`config.mk`:
```
export PLATFORM = sky130hd
export DESIGN_NAME = tag_ctrl
export DESIGN_NICKNAME = d
export VERILOG_FILES = /design/src/rtl/tag_ctrl.sv
export SDC_FILE = /design/constraint.sdc
export NUM_CORES = 1
export LEC_CHECK = 0
export ABC_AREA = 1
export CORE_ASPECT_RATIO = 0.5
export CORE_MARGIN = 4
export CORE_UTILIZATION = 33
export DETAILED_ROUTE_END_ITERATION = 8
export GPL_TIMING_DRIVEN = 0
export PLACE_DENSITY = 0.9
export SYNTH_ARGS = -nofsm -noshare
export SYNTH_HDL_FRONTEND = slang
export SYNTH_SLANG_ARGS = --single-unit
```
`constraint.sdc`:
```
create_clock -name clk -period 2 [get_ports clk]
set_input_delay 0.5 -clock clk [delete_from_list [all_inputs] [get_ports clk]]
set_output_delay 0.5 -clock clk [all_outputs]
set_load 0.02 [all_outputs]
```
`src/rtl/tag_ctrl.sv`:
```
// -----------------------------------------------------------------------------
// tag_ctrl
//   Sequences the 128-bit ASCON tag register after the finalisation
//   permutation. On start_i the tag register is loaded, then the tag is either
//   streamed out word by word (encrypt) or compared word by word against a
//   received tag (decrypt). The comparison always consumes every word so the
//   decrypt path runs in constant time regardless of where a mismatch occurs.
//
// Ports
//   clk          rising-edge clock
//   reset        asynchronous, active-low reset
//   start_i      1-cycle pulse, finalisation done, tag valid upstream
//   mode_dec_i   sampled with start_i: 0 = encrypt/send, 1 = decrypt/check
//   abort_i      synchronous abort back to IDLE, no done_o
//   en_tag_o     tag register write enable (also high while in reset)
//   tag_q_i      tag register contents
//   tag_word_o   outgoing tag word, MS word first
//   tag_valid_o  tag_word_o valid
//   tag_ready_i  sink accepts tag_word_o
//   rx_word_i    received tag word, MS word first
//   rx_valid_i   rx_word_i valid
//   rx_ready_o   block accepts rx_word_i
//   busy_o       high in every state except IDLE
//   done_o       1-cycle completion pulse
//   auth_ok_o    decrypt verdict, only meaningful while done_o = 1
//
// state  | meaning
// -------+---------------------------------------------------------------
// IDLE   | waiting for start_i
// LOAD   | en_tag_o high for one cycle, tag register captures the tag
// SETTLE | one cycle for tag_q_i to reflect the new tag
// SEND   | presenting tag words to the sink (encrypt)
// RECV   | accepting received words and accumulating mismatch (decrypt)
// DONE   | done_o pulse with auth_ok_o verdict
// -----------------------------------------------------------------------------
module tag_ctrl #(
    parameter int WORD_W = 32
) (
    input  logic              clk,
    input  logic              reset,
    input  logic              start_i,
    input  logic              mode_dec_i,
    input  logic              abort_i,
    output logic              en_tag_o,
    input  logic [127:0]      tag_q_i,
    output logic [WORD_W-1:0] tag_word_o,
    output logic              tag_valid_o,
    input  logic              tag_ready_i,
    input  logic [WORD_W-1:0] rx_word_i,
    input  logic              rx_valid_i,
    output logic              rx_ready_o,
    output logic              busy_o,
    output logic              done_o,
    output logic              auth_ok_o
);

    localparam int NWORDS = 128 / WORD_W;
    localparam int CW     = $clog2(NWORDS) + 1;
    localparam logic [CW-1:0] LAST_IDX = CW'(NWORDS - 1);

    typedef enum logic [2:0] {
        S_IDLE,
        S_LOAD,
        S_SETTLE,
        S_SEND,
        S_RECV,
        S_DONE
    } state_t;

    state_t          state_q, state_d;
    logic [CW-1:0]   cnt_q, cnt_d;
    logic            mis_q, mis_d;
    logic            mode_q, mode_d;
    logic            load;
    logic [127:0]    tag_shift;
    logic [WORD_W-1:0] cur_word;

    // Shifting the current word to the top avoids a variable part-select
    // and gives MS-word-first ordering directly.
    assign tag_shift = tag_q_i << (WORD_W * int'(cnt_q));
    assign cur_word  = tag_shift[127 -: WORD_W];

    always_ff @(posedge clk or negedge reset) begin
        if (!reset) begin
            state_q <= S_IDLE;
            cnt_q   <= '0;
            mis_q   <= 1'b0;
            mode_q  <= 1'b0;
        end else begin
            state_q <= state_d;
            cnt_q   <= cnt_d;
            mis_q   <= mis_d;
            mode_q  <= mode_d;
        end
    end

    always_comb begin
        state_d     = state_q;
        cnt_d       = cnt_q;
        mis_d       = mis_q;
        mode_d      = mode_q;
        load        = 1'b0;
        tag_valid_o = 1'b0;
        tag_word_o  = '0;
        rx_ready_o  = 1'b0;
        done_o      = 1'b0;
        auth_ok_o   = 1'b0;

        unique case (state_q)
            S_IDLE: begin
                if (start_i) begin
                    state_d = S_LOAD;
                    mode_d  = mode_dec_i;
                    cnt_d   = '0;
                    mis_d   = 1'b0;
                end
            end
            S_LOAD: begin
                load    = 1'b1;
                state_d = S_SETTLE;
            end
            S_SETTLE: begin
                state_d = mode_q ? S_RECV : S_SEND;
            end
            S_SEND: begin
                tag_valid_o = 1'b1;
                tag_word_o  = cur_word;
                if (tag_ready_i) begin
                    if (cnt_q == LAST_IDX) begin
                        state_d = S_DONE;
                    end else begin
                        cnt_d = cnt_q + 1'b1;
                    end
                end
            end
            S_RECV: begin
                rx_ready_o = 1'b1;
                if (rx_valid_i) begin
                    // No early exit: every word is consumed so timing does
                    // not depend on the position of a mismatch.
                    mis_d = mis_q | (rx_word_i != cur_word);
                    if (cnt_q == LAST_IDX) begin
                        state_d = S_DONE;
                    end else begin
                        cnt_d = cnt_q + 1'b1;
                    end
                end
            end
            S_DONE: begin
                done_o    = 1'b1;
                auth_ok_o = mode_q & ~mis_q;
                state_d   = S_IDLE;
            end
            default: begin
                state_d = S_IDLE;
            end
        endcase

        // Abort overrides any handshake in the same cycle.
        if (abort_i && (state_q != S_IDLE)) begin
            state_d = S_IDLE;
            cnt_d   = '0;
            mis_d   = 1'b0;
        end
    end

    assign busy_o   = (state_q != S_IDLE);
    // Held high through reset so the tag register clears with the block.
    assign en_tag_o = ~reset | load;

endmodule

```
==> out/qor.csv <==
metric,value,unit
finalHoldViolCount,0,
overflow,0,
cp_max_fo,7,
antenna_cells,0,
ioPinCount,205,
fmax,450,MHz
drc,0,
finalMaxSlewViolations,0,
slew_headroom,61.1,%
initial_utilization,34.3,%
max_stage_delay,0.36,ns
worst_clock_skew,0.00243,ns
path_clk_slew,0.04,ns
rows,23,
drt_iter0_markers,479,
synth_seq_cells,8,
avgSynthCellArea,4.40,sq um
reg2reg_to,mis_q,
layout_setup_ws,-0.224,ns
synthToLayoutAreaGrowth,105,%
cpLargestDelayFamily,buffers and inverters,
grt_max_degree,11,
grt_antenna_before_repair,0,
hold_class,primary input to asynchronous set/reset pin,
core_area,0.00809,sq mm
vias,5033,
rsz0062_at_grt,true,
antenna_left,0,
max_slew.worst_pin.slew,0.583,ns
cts_sinks,8,
cp_slowest_cell,dfrtp_1,
seq_area_frac_synth,7.21,%
clk_path_buf_depth,2,
final_cell_mix,"nand2_1 (269), clkdlybuf4s50_1 (155), inv_1 (102)",
grt_pass1_vias,4585,
mostFrequentLayoutCell,nand2_1,
p_leak,0.00321,uW
finalCriticalPeriod,2.22,ns
htree_levels,1,
grtUsageTotal,28.1,%
hold_buffers,0,
cts_tree,done,
arrival,1.72,ns
critPathCaptureType,primary output,
setup_viol,33,
finalWeightedCongestion,0.893,
cts_root_buffer,clkbuf_16,
ir_drop,0.554,mV
crit_buf_inv,4,
reg2reg_from,cnt_q[0],
clkLatencyLatePin,0.23,ns
fin_crit_sh,111,%
yosysWarnings,0,
synth_nets,800,
final_util,70.4,%
avgViaCountPerCell,5.09,
final_nets,1048,
dieArea,0.0100,sq mm
reg2reg_slack,-0.17,ns
ff2ff_path_depth,19,
pre_cts_slack,-0.669,ns
max_cap_viol_count,0,
wl_per_cell,16.4,um
io_buffer_count,204,
violations,negative setup slack,
wl,16.2,mm
post_route_cells_drive_above_1_share,21.2,%
path_class,flip-flop to primary output,
chipWidth,138,um
grt_pass1_wl,22.2,mm
crit_path_cell_trace,buf_6 -> buf_8 -> buf_6 -> nand2_1 -> nand2_1 -> nand2_1 -> o21ai_2 -> nand2_1 -> nor2_1 -> buf_4,
start_kind,flip-flop,
cts_buffers,3,
crit_required,1.50,ns
ys_types,25,
syn_area,0.00278,sq mm
status,"complete, but fails checks",
synthCells,631,
drtPass1Iterations,6,
power_density,973,mW/mm^2
p_total,5540,uW
place_hpwl,11.2,mm
cp_common_cell,nand2_1,
die_h,72.9,um
==> stage by stage <==
stage               hold slack [ns]  TNS (ns)  instances  instance area [sq um]
finish                        0.305     -4.81        989                   5690
global route                  0.339     -7.13        989                   5690
CTS                           0.324     -3.18        984                   5440
detailed placement            0.520    -17.96        947                   4970
global placement              0.513    -17.35        947                   4970
floorplan                     0.204         0        631                   2780
==> worst max-delay path by stage <==
stage                      startpoint              to  depth (start not counted)
after floorplan            state_q[2]       auth_ok_o                          4
after CTS                    cnt_q[0]  tag_word_o[24]                         11
after global routing         cnt_q[0]           mis_q                         19
after detailed placement  tag_q_i[19]  tag_word_o[19]                          8
after global placement    tag_q_i[19]  tag_word_o[19]                          8
final                        cnt_q[0]  tag_word_o[19]                         10
==> report_power, final <==
part,internal [uW],switching [uW],leakage (uW)
Sequential,222,70.2,0.000103
Clock,258,81.2,0.0000370
Combinational,2170,2740,0.00307
==> layout make-up <==
class	count	area [sq um]
fillers	614	2390
repair buffers	244	2300
multi-input cells	481	2220
inverters	111	432
plain buffers	30	325
flip-flops and latches	8	201
well taps	112	140
clock buffers	3	75.1
==> metal layers <==
layer / track usage [%] / routed length (um) / share of wire, % / vias up
met5: 0 / 0 / 0 / -
met4: 11.7 / 900 / 5.6 / 0
met3: 4.06 / 1420 / 8.8 / 88
met2: 51.9 / 7950 / 49 / 300
met1: 32.7 / 5900 / 36 / 2280
li1: - / - / - / 2365
==> worst reg2reg max path: cells and delay by family, from the launching register on <==
kind	cells	cell delay (ns)
compound gates	2	0.13
buf+inv	5	0.62
flops	1	0.39
simple gates	12	0.90
==> cell usage after synthesis <==
library cell	count	area [sq um]
o21ai_0	4	20.0
dfrtp_1	8	200
inv_4	1	6.26
inv_1	105	394
nand2_1	312	1170
buf_2	15	75.1
nor3_1	5	25.0
buf_1	1	3.75
clkinv_1	1	3.75
buf_4	3	22.5
clkbuf_1	8	30.0
mux2_2	1	11.3
nor2_1	68	255
a21boi_0	1	7.51
o22ai_1	2	12.5
o21ai_1	19	95.1
a21oi_1	2	10.0
nor4_1	1	6.26
o31ai_1	1	7.51
nand3_1	56	280
nor3_2	1	10.0
buf_6	4	45.0
nand3b_1	6	45.0
inv_2	4	15.0
ha_1	2	25.0
==> cell families after synthesis <==
logic type / Yosys count / share of synthesized area [%]
buffers and inverters: 142 / 21.4
AOI/OAI and AO/OA: 29 / 5.50
muxes: 1 / 0.405
DFF: 8 / 7.21
and+or+nand+nor: 449 / 64.5
adders and majority gates: 2 / 0.901
==> state kept, by name, summed over array words and instances, names as in the netlist <==
register and count:
mode_q 1, cnt_q 3, mis_q 1, state_q 3
==> timing repair <==
item / 4_1_cts / 5_1_grt
buffers inserted: 32 / 8
resized for setup: 247 / 79
gates cloned: 2 / 1
endpoints found under the setup margin: 39 / 39
pin swaps: 20 / 35
(Power assumes the default switching activity.)
